==> src/rtl/simon_game_ctrl.sv <==
// Simon Says controller: owns the colour sequence, plays it back on pulse ticks and checks the player's presses.
// Single-cycle states except where waiting on keys/pulse/buttons; optional turn timeout under SIMON_TURN_TIMEOUT_EN.
module simon_game_ctrl #(
  parameter int NUM_BTN      = 4,
  parameter int MAX_ROUNDS   = 32,
  parameter int SPEED_STEP   = 5,
  parameter int DEBOUNCE_CYC = 20000000,
  parameter int FAIL_FLASHES = 3,
`ifdef SIMON_TURN_TIMEOUT_EN
  parameter int TIMEOUT_PULSES = 8,
`endif
  localparam int CW = $clog2(NUM_BTN),
  localparam int RW = $clog2(MAX_ROUNDS + 1)
) (
  input  logic               clk,
  input  logic               reset,
  input  logic [1:0]         launch_keys,
  input  logic [NUM_BTN-1:0] player_input,
  input  logic               pulse,
  input  logic [CW-1:0]      rng_value,
  output logic               rng_seed_rst,
  output logic               rng_start,
  output logic [3:0]         speed,
  output logic [NUM_BTN-1:0] led,
  output logic [RW-1:0]      current_round,
  output logic               win,
  output logic               fail,
  output logic [4:0]         state_dbg
);

  localparam logic [4:0] IDLE      = 5'd0;
  localparam logic [4:0] SEED      = 5'd1;
  localparam logic [4:0] ARM       = 5'd2;
  localparam logic [4:0] START     = 5'd3;
  localparam logic [4:0] HOLD      = 5'd4;
  localparam logic [4:0] ADD       = 5'd5;
  localparam logic [4:0] SPEED     = 5'd6;
  localparam logic [4:0] SHOW_WAIT = 5'd7;
  localparam logic [4:0] SHOW_ON   = 5'd8;
  localparam logic [4:0] SHOW_OFF  = 5'd9;
  localparam logic [4:0] TURN      = 5'd10;
  localparam logic [4:0] CHECK     = 5'd11;
  localparam logic [4:0] RELEASE   = 5'd12;
  localparam logic [4:0] DEBOUNCE  = 5'd13;
  localparam logic [4:0] NEXT      = 5'd14;
  localparam logic [4:0] FAIL_ON   = 5'd15;
  localparam logic [4:0] FAIL_OFF  = 5'd16;
  localparam logic [4:0] WIN       = 5'd17;
  localparam logic [4:0] END       = 5'd18;

  localparam int DEPTH = 1 << RW;
  localparam int SW    = $clog2(SPEED_STEP + 1);
  localparam int DW    = $clog2(DEBOUNCE_CYC + 1);
  localparam int FW    = $clog2(FAIL_FLASHES + 1);

  logic [4:0]         state, state_nx;
  logic               first_cyc;
  logic               pulse_ok;
  logic [CW-1:0]      mem [0:DEPTH-1];
  logic [RW-1:0]      round, idx;
  logic [SW-1:0]      step_cnt;
  logic [DW-1:0]      cnt;
  logic [FW-1:0]      flash;
  logic [NUM_BTN-1:0] latch;
  logic [CW-1:0]      rng_fix;
  logic [NUM_BTN-1:0] cur_oh;
  logic               speed_due;
  logic               good;
  logic               seq_done;
  logic               last_flash;
  logic               timeout;

  // A pulse landing on the entry cycle of a state belongs to the previous state.
  assign pulse_ok   = pulse & ~first_cyc;
  assign rng_fix    = ({1'b0, rng_value} >= (CW+1)'(NUM_BTN)) ? rng_value - CW'(NUM_BTN) : rng_value;
  assign cur_oh     = NUM_BTN'(1) << mem[idx];
  assign speed_due  = (step_cnt == SW'(SPEED_STEP - 1));
  assign good       = (latch == cur_oh);
  assign seq_done   = !((idx + RW'(1)) < round);
  assign last_flash = ((flash + FW'(1)) == FW'(FAIL_FLASHES));

`ifdef SIMON_TURN_TIMEOUT_EN
  localparam int TW = $clog2(TIMEOUT_PULSES + 1);
  logic [TW-1:0] to_cnt;

  always_ff @(posedge clk) begin
    if (reset || state != TURN) begin
      to_cnt <= '0;
    end else if (pulse_ok) begin
      to_cnt <= to_cnt + TW'(1);
    end
  end

  assign timeout = (state == TURN) && (player_input == '0) && pulse_ok &&
                   (to_cnt == TW'(TIMEOUT_PULSES - 1));
`else
  assign timeout = 1'b0;
`endif

  always_comb begin
    state_nx = state;
    case (state)
      IDLE:      if (launch_keys[0]) state_nx = SEED;
      SEED:      state_nx = ARM;
      ARM:       if (launch_keys == 2'b11) state_nx = START;
      START:     state_nx = HOLD;
      HOLD:      if (launch_keys == 2'b00) state_nx = ADD;
      ADD:       state_nx = speed_due ? SPEED : SHOW_WAIT;
      SPEED:     state_nx = SHOW_WAIT;
      SHOW_WAIT: if (pulse_ok) state_nx = (idx < round) ? SHOW_ON : TURN;
      SHOW_ON:   if (pulse_ok) state_nx = SHOW_OFF;
      SHOW_OFF:  state_nx = SHOW_WAIT;
      TURN: begin
        if (player_input != '0) state_nx = CHECK;
        else if (timeout)       state_nx = FAIL_ON;
      end
      CHECK:     state_nx = good ? RELEASE : FAIL_ON;
      RELEASE:   if (player_input == '0) state_nx = DEBOUNCE;
      DEBOUNCE:  if (player_input == '0 && cnt == '0) state_nx = NEXT;
      NEXT: begin
        if (!seq_done)                        state_nx = TURN;
        else if (round == RW'(MAX_ROUNDS))    state_nx = WIN;
        else                                  state_nx = ADD;
      end
      FAIL_ON:   if (pulse_ok) state_nx = FAIL_OFF;
      FAIL_OFF:  if (pulse_ok) state_nx = last_flash ? END : FAIL_ON;
      WIN:       state_nx = END;
      END:       state_nx = END;
      default:   state_nx = IDLE;
    endcase
  end

  // Sequence storage is never cleared; only entries below round are ever read.
  always_ff @(posedge clk) begin
    if (state == ADD) mem[round] <= rng_fix;
  end

  always_ff @(posedge clk) begin
    if (reset) begin
      state         <= IDLE;
      first_cyc     <= 1'b1;
      round         <= '0;
      idx           <= '0;
      step_cnt      <= '0;
      cnt           <= '0;
      flash         <= '0;
      latch         <= '0;
      speed         <= '0;
      current_round <= '0;
      win           <= 1'b0;
      fail          <= 1'b0;
    end else begin
      state     <= state_nx;
      first_cyc <= (state_nx != state);
      case (state)
        ADD: begin
          round    <= round + RW'(1);
          idx      <= '0;
          step_cnt <= speed_due ? '0 : step_cnt + SW'(1);
        end
        SPEED:     if (speed != 4'd15) speed <= speed + 4'd1;
        SHOW_WAIT: if (pulse_ok && !(idx < round)) idx <= '0;
        SHOW_OFF:  idx <= idx + RW'(1);
        TURN: begin
          if (player_input != '0) begin
            latch <= player_input;
          end else if (timeout) begin
            flash         <= '0;
            current_round <= round - RW'(1);
          end
        end
        CHECK: begin
          if (!good) begin
            flash         <= '0;
            current_round <= round - RW'(1);
          end
        end
        RELEASE:   if (player_input == '0) cnt <= DW'(DEBOUNCE_CYC - 1);
        DEBOUNCE: begin
          if (player_input != '0) cnt <= DW'(DEBOUNCE_CYC - 1);
          else if (cnt != '0)     cnt <= cnt - DW'(1);
        end
        NEXT: begin
          idx <= idx + RW'(1);
          if (seq_done && round != RW'(MAX_ROUNDS)) current_round <= round;
        end
        FAIL_OFF: begin
          if (pulse_ok) begin
            flash <= flash + FW'(1);
            if (last_flash) fail <= 1'b1;
          end
        end
        WIN: begin
          win           <= 1'b1;
          current_round <= RW'(MAX_ROUNDS);
        end
        default: ;
      endcase
    end
  end

  assign rng_seed_rst = (state == SEED);
  assign rng_start    = (state == START);
  assign led          = (state == SHOW_ON || state == FAIL_ON) ? cur_oh : '0;
  assign state_dbg    = state;

endmodule

==> config.mk <==
export PLATFORM = sky130hd
export DESIGN_NAME = simon_game_ctrl
export DESIGN_NICKNAME = d
export VERILOG_FILES = /design/src/rtl/simon_game_ctrl.sv
export SDC_FILE = /design/constraint.sdc
export NUM_CORES = 1
export LEC_CHECK = 0
export BUFFER_PORTS_ARGS = -buffer_cell sky130_fd_sc_hd__buf_2
export CAP_MARGIN = 5
export CORE_UTILIZATION = 38
export CTS_CLUSTER_SIZE = 30
export DETAILED_ROUTE_END_ITERATION = 16
export PLACE_DENSITY = 0.62
export SLEW_MARGIN = 0
export SYNTH_ARGS = -nofsm -noshare
export SYNTH_HDL_FRONTEND = slang
export SYNTH_SLANG_ARGS = --single-unit
==> constraint.sdc <==
create_clock -name clk -period 2.94 [get_ports clk]
set_input_delay 0.441 -clock clk [delete_from_list [all_inputs] [get_ports clk]]
set_output_delay 0.441 -clock clk [all_outputs]
set_load 0.02 [all_outputs]
== Yosys cells after proc, flatten, opt, wreduce, memory -nomap -nowiden ==
Memories as Yosys holds them, arrays and structs flattened. A register that Yosys moved wholly into a read port is not among the register bits.
Cells that the tools add are included.
Storage, ports and cells
  register bits: 64
  word-level logic and storage cells: 118
  memory bits (writable): 128
  input port bits: 11
  memories: 1
Memories
  mem: words 64, bits a word 2, rd ports 1, clocked after Yosys merged registers in 1, wr ports 1, RTL line 59  | logic [CW-1:0] mem [0:DEPTH-1];
Cells by class
  bitwise logic cells: 2
  $add $sub $neg: 7
  reduce and logical (&&, ||, !) cells: 26
  order comparisons: 2
  shift-type cells: 1
  muxes and demuxes: 35
  eq/ne operators: 32
Operators with widths (number)
  5-bit one-hot mux with 17 select lines: 1
  25-bit 2-to-1 mux: 3
  5-bit 2-to-1 mux: 13
  25-bit one-hot mux with 2 select lines: 1
  5-bit by 4-bit equality test with 1-bit output, second input constant: 8
  6-bit one-hot mux with 3 select lines: 2
  6-bit 2-to-1 mux: 5
  25-bit zero test: 1
  25-bit nonzero test: 1
  25-bit by 1-bit subtractor with 25-bit output, second input constant: 1
  5-bit by 3-bit equality test with 1-bit output, second input constant: 4
  5-bit equality test, second input constant: 3
  6-bit by 1-bit adder with 6-bit output, second input constant: 2
  6-bit less-than comparator: 2
  3-bit AND reduction: 4
  5-bit by 2-bit equality test with 1-bit output, second input constant: 2
  2-bit inequality test, second input constant: 5
  2-bit 2-to-1 mux: 4
  6-bit equality test, second input constant: 1
  6-bit inequality test, second input constant: 1
  2-bit AND reduction: 3
  3-bit nonzero test: 2
  2-bit OR reduction: 3
  6-bit by 1-bit subtractor with 6-bit output, second input constant: 1
  other kinds (25): 32

== Depth between registers and ports, before layout ==
Gate-level depths: netlist (run 1).
  depth after elaboration: 7
  gate-level depth with buffers: 12

== Least setup slack after synthesis (run 1) ==
OpenSTA, ideal clock, no wires.
  kind: register to output
  start: reg with a tool-made name
  end: out led[0]
  data required time: 2499 ps
  stages on the path, launching flop included: 7
  data arrival time: 2275 ps
  slack: 224 ps
  path buffers: 1
  cell sequence: dfxtp_1 > buf_6 > mux4_1 > o21ai_0 > mux4_2 > mux2i_4 > nor4_1
RTL lines
  to (decl): RTL line 24  | output logic [NUM_BTN-1:0] led,

==> results of run 1 <==
power groups by stage:
stage	logic (mW)	registers (mW)	clock network (mW)
after floorplan	0.194	3.05	0
after global placement	0.318	3.05	0
after detailed placement	0.319	3.05	0
after CTS	0.324	2.98	2.36
after global routing	0.361	2.98	2.47
final	0.332	2.98	2.33
worst max-delay path, cell delays in order, from the launching register on:
cell     delay [ns]
dfxtp_4        0.37
buf_12         0.14
buf_8          0.13
mux2i_1        0.11
a22oi_1        0.17
o21ai_1        0.09
mux4_2         0.53
mux2i_4        0.24
nor2b_4        0.22
nor2b_4        0.17
buf_6          0.12
per-stage QoR:
stage	cell area [sq um]	TNS [ns]	std cells	total power, mW	hold slack, ns
floorplan	9320	0	832	3.24	0.439
global placement	10100	0	1188	3.36	0.454
detailed placement	10100	0	1188	3.37	0.459
CTS	10900	-1.30	1233	5.66	0.266
global route	11000	-2.69	1235	5.81	0.289
finish	11000	-1.27	1235	5.64	0.280
area by class of cell:
class,instances,area (sq um)
inverters,16,60.1
well taps,319,399
repair buffers,95,778
clock inverters,11,105
clock buffers,21,483
multi-input cells,575,3880
fillers,2206,12800
flip-flops and latches,198,5250
metal layers:
metal	track usage [%]	routed length (um)	up-vias
met3	3.46	1370	32
li1	-	-	3225
met2	31.9	11100	283
met5	0	0	-
met4	4.12	303	0
met1	27.6	10600	3276
cell families (layout without fill, tap and decap cells):
kind of cell	after synthesis	in the layout	share of synthesized area, %
AO/OA/AOI/OAI	137	137	9.57
XOR/XNOR	31	31	2.91
adder cells (fa/ha/maj)	20	20	2.68
buffers and inverters	59	143	3.09
flip-flops	198	198	56.3
multiplexers	55	55	8.51
AND/OR/NAND/NOR	332	332	17.0
flip-flops by register name, indices dropped and copies added, names as in the netlist, named ones only:
register / flops
mem: 128
cnt: 25
current_round: 6
idx: 6
round: 6
state_dbg: 5
latch: 4
speed: 4
step_cnt: 3
flash: 2
fail: 1
first_cyc: 1
win: 1
timing repair:
| action | 4_1_cts | 5_1_grt |
|---|---|---|
| buffers inserted | 11 | 1 |
| gates cloned | 2 | 1 |
| pin swaps | 10 | 2 |
| endpoints found under the setup margin | 5 | 15 |
| resized for setup | 37 | 6 |
cells in the final DEF (no fill, tap or decap), types with 5 or more instances in the layout:
cell,netlist,final
mux2i_1,35,34
or4_1,6,5
a311oi_1,7,6
o21ai_1,3,5
mux4_1,7,5
nor2b_1,12,10
nand3b_1,5,5
nand4_1,10,10
nor2_1,141,140
xnor2_1,20,20
edfxtp_1,128,128
xor2_1,11,11
nand3_1,28,27
o21ai_0,26,24
clkbuf_16,0,20
and3_1,5,5
dfxtp_1,70,67
nand2b_1,14,14
a211oi_1,10,9
ha_1,20,20
nand2_1,50,50
buf_2,4,29
nor3_1,25,24
buf_4,4,52
nor4_1,11,10
inv_1,15,15
mux4_2,9,11
buf_6,4,6
a22oi_1,21,20
a21oi_1,42,42
path summary, 6_finish.rpt:
path / from / to / depth (start not counted)
min: player_input[2] / latch[2] / 3
min reg2reg: win / win / 2
max: flip-flop / led[3] / 10
max reg2reg: flip-flop / current_round[0] / 12
==> out/results.ini, run 1 <==
[logic_synthesis]
synthArstFlopShare_pct=0
ys_ff_latch=198
syn_nets=863
yosys_warnings=0
syn_area_sq_um=9320
seq_area_frac_synth_pct=56.3
synthTopCellsByArea=edfxtp_1, dfxtp_1, nor2_1, mux2i_1, ha_1
synth_cell_type_count=62
synth.top_cell.area_share_pct=41.2
synth_area_leader_cell=edfxtp_1
yosysMostFrequentCell=nor2_1
avgSynthCellArea_sq_um=11.2
syn_inst=832
netlist_top_cells_count=nor2_1, edfxtp_1, dfxtp_1
synth_edf_count=128
synth-main-ff-cell=edfxtp_1

[worst_setup_path]
cp_data_arrival_time_ns=2.73
path_class=reg2out
critPathCaptureType=output port
crit_fanout=6
worstSetupStartpointType=flip-flop
worstPathRequired_ns=2.50
r2r_setup_slack_ns=-0.12

[sta]
finalHoldViolCount=0
setup_viol=9
rsz0062_at_grt=true
post-route-period-util_pct=108
maxSlewHeadroom_pct=45.4
worst_pin_slew_ns=0.810
fin_skew_ns=0.0160
slew_viol_final=0
clock.fmax_mhz=316
fin_crit_ns=3.17
fin_ws_ns=-0.228

[finish]
utilization_pct=46.1
diodes=0
final_net_count=934
layout-drive-gt1-share_pct=17.6
areaGrowthSynthToFinish_pct=17.6

[routing]
wire_per_inst_um=18.9
routed_via_density=5.52
drc=0
drt-pass1-iter-count=5
ant_nets=0
vias=6816
drt_wl_total_mm=23.4
first_iter_violations=533

[run]
cap_violations=0

[power_and_ir_drop]
clkPwrFrac_pct=41.2
max-vdd-ir-drop_mv=0.301
internal_power_mw=4.30
power_leakage_nw=3.63
combPwrFrac_pct=5.9
switching_power_mw=1.34
p_sw_share_pct=23.7
power_density_nw_per_um2=514
seqPwrFrac_pct=52.9

[place]
place_ws_ns=0.00188
portBuffers=33
routabilityCongestion=0.880
dp_hpwl_mm=16.0

[clocking]
clk_pin_slew_ns=0.07
clk_path_buf_depth=2
cts-root-buf=clkbuf_16
numCtsBuffers=17
hold_buffers=0
clock_latency_ns=0.43
cts_tree=done
clkSinkCount=198
h-tree-depth=4

[global_route]
gr-total-overflow=0
grt.total_usage_pct=19.7
grt_pass1_wl_mm=36.8
grt_pass1_vias=6456
antenna_found_initial=0
grt_max_degree=46

[floorplan]
io-pin-count=34
rows=56
fp.dieH_um=159
dieArea_sq_um=25200
fp.dieW_um=159
start_util_pct=39.2
coreArea_sq_um=23800

[min_path]
hold_path_class=in2reg

[status]
status=finished with violations
failed_checks=negative setup slack

No activity file was read; power rests on OpenSTA's default activity.
==> inputs of run 2 (changes only) <==
Settings changed: BUFFER_PORTS_ARGS -buffer_cell sky130_fd_sc_hd__buf_2 to default, DONT_BUFFER_PORTS from default to 1, PLACE_DENSITY 0.62 to 0.61.
==> run 2 against run 1 <==
The run still ends with negative setup slack left. Utilization is 0.53 points lower. Via count is 2.6% lower. First-iteration DRC count is 7.1% higher. Maximum frequency is 1.1% higher. Non-clock buffer count is 25 lower.
==> out/results.ini, run 2 (synthesis gave the netlist of run 1 again) <==
[power_and_ir_drop]
power_density_nw_per_um2=520  ; was 514 nW/um^2
max-vdd-ir-drop_mv=0.361  ; was 0.301 mV
total_power_mw=5.63  ; was 5.64 mW
power_leakage_nw=3.50  ; was 3.63 nW

[floorplan]
coreArea_sq_um=23800  ; unchanged
fp.dieH_um=159  ; unchanged
start_util_pct=39.2  ; unchanged
dieArea_sq_um=25200  ; unchanged
io-pin-count=34  ; unchanged
rows=56  ; unchanged
fp.dieW_um=159  ; unchanged

[sta]
setup_viol=11  ; was 9
rsz0062_at_grt=true  ; unchanged
whs_ns=0.0664  ; was 0.280 ns
fin_crit_ns=3.13  ; was 3.17 ns
post-route-period-util_pct=107  ; was 108%
clock.fmax_mhz=319  ; was 316 MHz
maxSlewHeadroom_pct=52.5  ; was 45.4%
slew_viol_final=0  ; unchanged
fin_skew_ns=0.0178  ; was 0.0160 ns
tns_ns=-1.24  ; was -1.27 ns
worst_pin_slew_ns=0.707  ; was 0.810 ns
fin_ws_ns=-0.192  ; was -0.228 ns
finalHoldViolCount=0  ; unchanged

[finish]
final_net_count=909  ; was 934
largest_reg_flops=128  ; unchanged
diodes=0  ; unchanged
final_cell_mix=nor2_1, edfxtp_1, dfxtp_1  ; unchanged
fin_area_sq_um=10800  ; was 11000 sq um
final_common_cell=nor2_1  ; unchanged
layout-drive-gt1-share_pct=16.6  ; was 17.6%
largestRegisters=mem (128), cnt (25)  ; unchanged
areaGrowthSynthToFinish_pct=16.2  ; was 17.6%
top_register=mem  ; unchanged

[place]
dpl_cell_area_sq_um=9960  ; was 10100 sq um
dp_hpwl_mm=15.5  ; was 16.0 mm
routabilityCongestion=0.921  ; was 0.880
portBuffers=0  ; was 33

[global_route]
grt_max_degree=65  ; was 46
grt.total_usage_pct=19.2  ; was 19.7%
busiest_layer=met2  ; unchanged
gr-total-overflow=0  ; unchanged
grtUsageMet3_pct=3.35  ; was 3.46%
grt_pass1_wl_mm=36.0  ; was 36.8 mm
gr-usage-met1_pct=26.5  ; was 27.6%
antenna_found_initial=0  ; unchanged
grt_pass1_vias=6353  ; was 6456
gr-usage-met2_pct=30.6  ; was 31.9%

[worst_setup_path]
reg2reg_depth=12  ; unchanged
crit_fanout=6  ; unchanged
cp_data_arrival_time_ns=2.69  ; was 2.73 ns
path_class=reg2out  ; unchanged
worstPathRequired_ns=2.50  ; about the same
critPathCaptureType=output port  ; unchanged
worstSetupStartpointType=flip-flop  ; unchanged

[routing]
wire_per_inst_um=19.0  ; was 18.9 um
drt_wl_total_mm=23.0  ; was 23.4 mm
ant_nets=0  ; unchanged
drc=0  ; unchanged
routed_via_density=5.49  ; was 5.52
vias=6637  ; was 6816
first_iter_violations=571  ; was 533
drt-pass1-iter-count=8  ; was 5

[status]
failed_checks=negative setup slack  ; unchanged
status=finished with violations  ; unchanged

[clocking]
cts_tree=done  ; unchanged
h-tree-depth=4  ; unchanged
clk_pin_slew_ns=0.08  ; was 0.07 ns
clkSinkCount=198  ; unchanged
clock_latency_ns=0.44  ; was 0.43 ns
clk_path_buf_depth=2  ; unchanged
cts-root-buf=clkbuf_16  ; unchanged
numCtsBuffers=17  ; unchanged

[run]
cap_violations=0  ; unchanged

[min_path]
hold_path_class=in2reg  ; unchanged
holdPathStages=1  ; was 3

-- run 2: cell count changes in the layout (fill, tap and decap cells not counted), moves of 3 or more --
| cell | before | now |
|---|---|---|
| buf_4 | 52 | 62 |
| clkinv_8 | 1 | 4 |
| buf_2 | 29 | 1 |
| nand3_1 | 27 | 24 |
| buf_6 | 6 | 1 |
| a21oi_1 | 42 | 39 |
| clkbuf_16 | 20 | 17 |
| inv_12 | 0 | 3 |
| a21oi_2 | 1 | 4 |
| nand3_2 | 1 | 4 |
-- run 2: final timing paths --
check,startpoint,endpoint,slack [ns]
worst min register to register,flash[0],flash[0],0.47
worst max register to register,flip-flop,current_round[1],-0.12
worst min-delay path,reset,flash[1],0.07
worst max-delay path,flip-flop,led[3],-0.19
-- run 2: area by class of cell --
class                   count  area, sq um
multi-input cells         575         3920
fillers                  2206        12900
well taps                 319          399
repair buffers             70          597
flip-flops and latches    198         5260
inverters                  16         60.1
clock buffers              17          425
clock inverters            15          184
-- run 2: power by group --
group / internal, mW / leakage, nW / switching [mW]
clock network: 1.17 / 0.295 / 1.21
logic: 0.104 / 1.49 / 0.162
registers: 2.96 / 1.72 / 0.0290
-- run 2: stage by stage --
step                util (%)  cells  setup WS (ns)
floorplan                  -    832          0.224
global placement        41.9   1161         0.0270
detailed placement      41.9   1161        -0.0306
CTS                     45.2   1207         -0.177
global route            45.6   1210         -0.260
finish                  45.6   1210         -0.192
-- run 2: layer usage --
layer	share of wire [%]	routed length (um)
met1	46	10600
met2	47	10900
met3	5.0	1140
met4	1.7	394
met5	0	0
-- run 2: critical path, cell delays in order (launching register included) --
cell and delay (ns):
dfxtp_4 0.38, buf_6 0.13, and2b_1 0.19, a22oi_1 0.15
o21ai_1 0.10, mux4_2 0.50, mux2i_4 0.29, nor2b_4 0.21
nor2b_1 0.14, buf_4 0.15
-- run 2: repair_timing --
action                     4_1_cts  5_1_grt
cloned                           0        1
setup endpoints to repair        6       61
buffers inserted                14        2
resized for setup               24       20
hold endpoints to repair         0        0
hold buffers                     0        0
pin swaps                        5       10
